`config.mk`:
```
export PLATFORM = sky130hd
export DESIGN_NAME = wb_retire_buffer
export DESIGN_NICKNAME = d
export VERILOG_FILES = /design/src/rtl/wb_retire_buffer.sv
export SDC_FILE = /design/constraint.sdc
export NUM_CORES = 2
export LEC_CHECK = 0
export CORE_MARGIN = 1.5
export CORE_UTILIZATION = 45
export DETAILED_ROUTE_END_ITERATION = 8
export PLACE_DENSITY = 0.74
export SLEW_MARGIN = 15
export SYNTH_ARGS = -nofsm -noshare
export SYNTH_HDL_FRONTEND = slang
export SYNTH_SLANG_ARGS = --single-unit
```
`constraint.sdc`:
```
create_clock -name clk -period 4.7 [get_ports clk]
set_input_delay 0.705 -clock clk [delete_from_list [all_inputs] [get_ports clk]]
set_output_delay 0.705 -clock clk [all_outputs]
set_load 0.05 [all_outputs]
```
`src/rtl/wb_retire_buffer.sv`:
```
// In-order retire buffer behind the dual-issue writeback stage: captures results by sid
// and retires up to two per cycle, in sid order, to the integer register file.
module wb_retire_buffer #(
    parameter int SB_W = 3
) (
    input  logic            clk,
    input  logic            rst_n,
    input  logic            inst0_wb_valid_i,
    input  logic [4:0]      inst0_wb_rd_i,
    input  logic [63:0]     inst0_wb_value_i,
    input  logic [31:0]     inst0_wb_inst_i,
    input  logic [SB_W:0]   inst0_wb_sid_i,
    input  logic            inst1_wb_valid_i,
    input  logic [4:0]      inst1_wb_rd_i,
    input  logic [63:0]     inst1_wb_value_i,
    input  logic [31:0]     inst1_wb_inst_i,
    input  logic [SB_W:0]   inst1_wb_sid_i,
    input  logic            flush_i,
    input  logic [SB_W:0]   flush_sid_i,
    output logic            stall_inst0_wb_o,
    output logic            stall_inst1_wb_o,
    output logic            rf_we0_o,
    output logic [4:0]      rf_waddr0_o,
    output logic [63:0]     rf_wdata0_o,
    output logic            rf_we1_o,
    output logic [4:0]      rf_waddr1_o,
    output logic [63:0]     rf_wdata1_o,
    output logic [31:0]     retire_inst0_o,
    output logic [31:0]     retire_inst1_o,
    output logic [1:0]      retire_cnt_o,
    output logic [SB_W:0]   head_sid_o
);

    localparam int N     = 1 << SB_W;
    localparam int SID_W = SB_W + 1;

    logic [N-1:0]     done_p0;
    logic [N-1:0]     done_d;
    logic [SID_W-1:0] sid_p0   [N];
    logic [4:0]       rd_p0    [N];
    logic [63:0]      value_p0 [N];
    logic [31:0]      inst_p0  [N];
    logic [SID_W-1:0] head_p0;

    logic [SB_W-1:0]  idx0, idx1, hidx0, hidx1;
    logic [SID_W-1:0] head1;
    logic             cap0, cap1, ret0, ret1;
    logic [1:0]       cnt_d;

    // Stage p0: capture / stall decision against registered entry state
    always_comb begin
        idx0  = inst0_wb_sid_i[SB_W-1:0];
        idx1  = inst1_wb_sid_i[SB_W-1:0];
        head1 = head_p0 + SID_W'(1);
        hidx0 = head_p0[SB_W-1:0];
        hidx1 = head1[SB_W-1:0];

        stall_inst0_wb_o = ~flush_i & inst0_wb_valid_i & done_p0[idx0] & (sid_p0[idx0] != inst0_wb_sid_i);
        stall_inst1_wb_o = ~flush_i & inst1_wb_valid_i & done_p0[idx1] & (sid_p0[idx1] != inst1_wb_sid_i);

        // Same-index dual capture is illegal upstream; slot0 wins if it happens anyway.
        cap0 = ~flush_i & inst0_wb_valid_i & ~stall_inst0_wb_o;
        cap1 = ~flush_i & inst1_wb_valid_i & ~stall_inst1_wb_o & ~(cap0 & (idx0 == idx1));

        ret0  = ~flush_i & done_p0[hidx0] & (sid_p0[hidx0] == head_p0);
        ret1  = ret0 & done_p0[hidx1] & (sid_p0[hidx1] == head1);
        cnt_d = {1'b0, ret0} + {1'b0, ret1};
    end

    always_comb begin
        done_d = done_p0;
        if (flush_i) begin
            done_d = '0;
        end else begin
            if (ret0) done_d[hidx0] = 1'b0;
            if (ret1) done_d[hidx1] = 1'b0;
            if (cap0) done_d[idx0]  = 1'b1;
            if (cap1) done_d[idx1]  = 1'b1;
        end
    end

    always_ff @(posedge clk or negedge rst_n) begin
        if (!rst_n) begin
            done_p0 <= '0;
            head_p0 <= '0;
        end else begin
            done_p0 <= done_d;
            head_p0 <= flush_i ? flush_sid_i : head_p0 + SID_W'(cnt_d);
        end
    end

    always_ff @(posedge clk) begin
        if (cap0) begin
            sid_p0[idx0]   <= inst0_wb_sid_i;
            rd_p0[idx0]    <= inst0_wb_rd_i;
            value_p0[idx0] <= inst0_wb_value_i;
            inst_p0[idx0]  <= inst0_wb_inst_i;
        end
        if (cap1) begin
            sid_p0[idx1]   <= inst1_wb_sid_i;
            rd_p0[idx1]    <= inst1_wb_rd_i;
            value_p0[idx1] <= inst1_wb_value_i;
            inst_p0[idx1]  <= inst1_wb_inst_i;
        end
    end

    // Stage p1: registered retire outputs
    always_ff @(posedge clk or negedge rst_n) begin
        if (!rst_n) begin
            rf_we0_o       <= 1'b0;
            rf_we1_o       <= 1'b0;
            retire_cnt_o   <= 2'd0;
            rf_waddr0_o    <= '0;
            rf_wdata0_o    <= '0;
            retire_inst0_o <= '0;
            rf_waddr1_o    <= '0;
            rf_wdata1_o    <= '0;
            retire_inst1_o <= '0;
        end else begin
            rf_we0_o     <= ret0 & (rd_p0[hidx0] != 5'd0);
            rf_we1_o     <= ret1 & (rd_p0[hidx1] != 5'd0);
            retire_cnt_o <= cnt_d;
            if (ret0) begin
                rf_waddr0_o    <= rd_p0[hidx0];
                rf_wdata0_o    <= value_p0[hidx0];
                retire_inst0_o <= inst_p0[hidx0];
            end
            if (ret1) begin
                rf_waddr1_o    <= rd_p0[hidx1];
                rf_wdata1_o    <= value_p0[hidx1];
                retire_inst1_o <= inst_p0[hidx1];
            end
        end
    end

    assign head_sid_o = head_p0;

endmodule

```
==> impl_metrics.toml <==
[status]
status = "finished, violations left"
violations = "DRC"

[cts]
cts-resized-gates = 0
insertion_delay_ns = 0.74
cts.reportedPaths.clkPinSlew_ns = 0.06
post_cts_buffers = 0
holdBufCountCts = 0
cts_root_buf = "clkbuf_16"
ctsHtreeMaxLevel = 3
cts_buffer_depth = 3
cts_buffers = 110
cts_tree = "built"
cts_sinks = 1058

[worst_setup_path]
cp_slowest_cell = "nor2_4"
cp-end-kind = "flip-flop"
r2r_start = "head_sid_o[1]"
cp_data_arrival_time_ns = 5.00
crit_buf_inv = 1
critical_path_class = "flip-flop to flip-flop"
start_kind = "flip-flop"
r2r_end = "rf_wdata1_o[30]"
cpLargestDelayFamily = "simple AND/OR/NAND/NOR gates"
crit_top_cell = "nand2_1"
rr_worst_depth = 7
cp_data_required_time_ns = 5.35
cp_cell_sequence = "ha_4, buf_4, nand2_1, nor2_4, nand2_1, a31oi_1, a21o_1"
cp_max_fo = 49
r2r_setup_slack_ns = 0.35
critPathMaxStageDelay_ns = 0.98

[floorplanning]
initial_core_util = 0.454
core_mm2 = 0.124
die_x_um = 357
core.rowCount = 129
io_pins = 431
die-height_um = 357
dieArea_mm2 = 0.127

[placement]
place_congestion = 0.945
place_ws_ns = 0.294
placed_cell_area_mm2 = 0.0631
dpl.hpwl_um = 126000
port_buffers = 430

[final_layout]
multiInputGateArea_mm2 = 0.0239
fill_cells = 10142
regArea_mm2 = 0.0307
areaGrowthSynthToFinish_pct = 18.8
drive_above_1_share = 0.285
nets = 4867
postLayoutCellArea_mm2 = 0.0668

[global_routing]
grt_pass1_wl_um = 297000
antenna_found_initial = 55
grt_overflow_total = 0
grt_pass1_vias = 42066
grt_usage = 0.321
grt_start_max_net_pins = 92

[yosys]
synth_cells = 4302
syn_area_mm2 = 0.0562
ys_seq_area_frac = 0.545
synth_flop_cell = "edfxtp_1"
async_flop_share = 0.206
synth_fp_nets = 4526
ys_seq_elements = 1058
ys_types = 79
syn_area_per_cell_um2 = 13.1
yosys_warnings = 0
synth_enable_flop_cells = 840

[sta]
rsz0062_at_grt = "no"
hold_viol_final = 0
fin_ws_ns = 0.355
period_share = 0.925
max_freq_mhz = 230
slew_headroom = 0.297
skew_ns = 0.0410
min_period_ns = 4.35
hold_ws_ns = 0.0113
setup_violations = 0
slew_violations = 0
worstMarginPinSlew_ns = 1.05

[detailed_routing]
drt-total-wl_um = 209000
num_vias = 43389
dr.pass1.iters = 9
drtIter0Drc = 6274
ant_nets = 0
drc = 50
post_drt_wl_per_cell_um = 32.7
viasPerCell = 6.78

[flow_run]
drv_cap = 0

[worst_hold_path]
hold_class = "primary input to async pin"

[pwr]
peakVddDrop_v = 0.000415
total_power_uw = 28300
leakage_uw = 0.0235
power_density_mw_per_mm2 = 423
==> cell usage in the layout (no fill, tap or decap), types with 12 or more instances in the layout <==
cell and instances:
a22o_1 134, nand2_1 304, o211ai_1 13, clkdlybuf4s50_1 427, nor2_1 204, mux2_1 52, and3_1 34, o21ai_0 132
mux2_2 854, edfxtp_1 840, o22ai_1 33, a311oi_1 19, mux4_2 77, a22oi_1 30, clkbuf_8 13, clkinv_2 25
a21oi_1 227, and2_1 16, clkbuf_1 17, nand2b_1 18, nand3_1 46, dfrtp_1 215, diode_2 25, clkinv_1 17
inv_1 14, buf_4 119, a31oi_1 121, buf_12 59, clkbuf_16 113, a222oi_1 12, mux2i_1 141, a221oi_1 213
o21ai_1 16
==> sequential cells by signal (all words and copies together) (netlist names) <==
register and count:
done_p0 8, rf_waddr1_o 5, retire_inst0_o 32, value_p0 512, rf_waddr0_o 5, sid_p0 32
head_sid_o 4, rf_wdata0_o 64, rf_we1_o 1, retire_inst1_o 32, rf_we0_o 1, rf_wdata1_o 64
inst_p0 256, retire_cnt_o 2, rd_p0 40
==> how the worst max path moves through the flow <==
stage / startpoint / endpoint / cells past startpoint
after floorplan: inst0_wb_sid_i[2] / inst_p0[5][0] / 12
after global placement: inst0_wb_sid_i[1] / value_p0[3][4] / 10
after detailed placement: inst0_wb_sid_i[1] / value_p0[3][13] / 10
after CTS: head_sid_o[2] / done_p0[6] / 10
after global routing: head_sid_o[1] / head_sid_o[1] / 12
final: head_sid_o[1] / rf_wdata1_o[30] / 7
==> routing by layer <==
metal,part of all wire,GRT usage,up-vias
li1,-,-,17706
met1,0.36,0.416,21417
met2,0.44,0.479,3496
met3,0.14,0.0994,710
met4,0.056,0.174,60
met5,0.0017,0,-
==> metrics by stage <==
| stage | TNS, ns | cells | util |
|---|---|---|---|
| 6_report | 0 | 6402 | 0.540 |
| 5_1_grt | 0 | 6397 | 0.540 |
| 4_1_cts | 0 | 6377 | 0.539 |
| 3_5_place_dp | 0 | 6168 | 0.510 |
| 3_3_place_gp | 0 | 6168 | 0.510 |
| 2_1_floorplan | -10.79 | 4302 | - |
==> kinds of logic (layout without fill, tap and decap cells) <==
logic type               after synthesis  count (layout)  synth area share
adder cells (fa/ha/maj)                5               5           0.00125
XOR/XNOR                              12              12           0.00220
multiplexers                        1124            1124             0.237
AO/OA/AOI/OAI                       1020            1020             0.127
other                                  0              25                 0
flip-flops                          1058            1058             0.545
AND/OR/NAND/NOR                      684             684            0.0528
buffers and inverters                399             837            0.0342
==> area by class of cell <==
type,count,share of cell area
Sequential cell,1058,0.459
Multi-Input combinational cell,2845,0.358
Timing Repair Buffer,606,0.0953
Clock buffer,143,0.0460
Tap cell,1637,0.0307
Clock inverter,66,0.00850
Inverter,22,0.00167
Antenna cell,25,0.000936
==> worst reg2reg max path, delay by kind of cell (launching register included) <==
| kind | cells | cell delay, ns |
|---|---|---|
| AND/OR/NAND/NOR | 3 | 1.85 |
| buffers and inverters | 1 | 0.69 |
| flip-flops | 1 | 0.61 |
| adder cells (fa/ha/maj) | 1 | 0.59 |
| AO/OA/AOI/OAI | 2 | 0.54 |
==> cell usage after synthesis (all sizes together) (4+ instances only) <==
| cell | count | area, µm² |
|---|---|---|
| nor2b | 13 | 81.3 |
| o21ai | 148 | 741 |
| a31oi | 121 | 757 |
| inv | 21 | 78.8 |
| o211ai | 19 | 173 |
| a21oi | 227 | 1140 |
| clkbuf | 161 | 604 |
| buf | 216 | 1240 |
| and2 | 22 | 138 |
| a221o | 8 | 80.1 |
| nor2 | 212 | 796 |
| dfrtp | 218 | 5460 |
| a22o | 134 | 1170 |
| a211oi | 10 | 75.1 |
| mux2i | 141 | 1410 |
| ha | 4 | 50.1 |
| o22ai | 33 | 206 |
| nand4 | 4 | 55.1 |
| xor2 | 5 | 62.6 |
| edfxtp | 840 | 25200 |
| a311o | 7 | 70.1 |
| a221oi | 213 | 1870 |
| a22oi | 30 | 225 |
| nand3 | 47 | 240 |
| a31o | 7 | 61.3 |
| xnor2 | 7 | 61.3 |
| a222oi | 12 | 120 |
| mux2 | 906 | 10200 |
| mux4 | 77 | 1730 |
| and3 | 35 | 219 |
| o21a | 8 | 61.3 |
| nor3 | 13 | 70.1 |
| a311oi | 19 | 166 |
| nand2 | 307 | 1150 |
| nand2b | 18 | 113 |
==> where the power goes <==
part           switching, µW  internal [µW]
sequential               599          10800
combinational           5210           2770
clock                   3910           4960
total                   9720          18600
(Power assumes the default switching activity.)
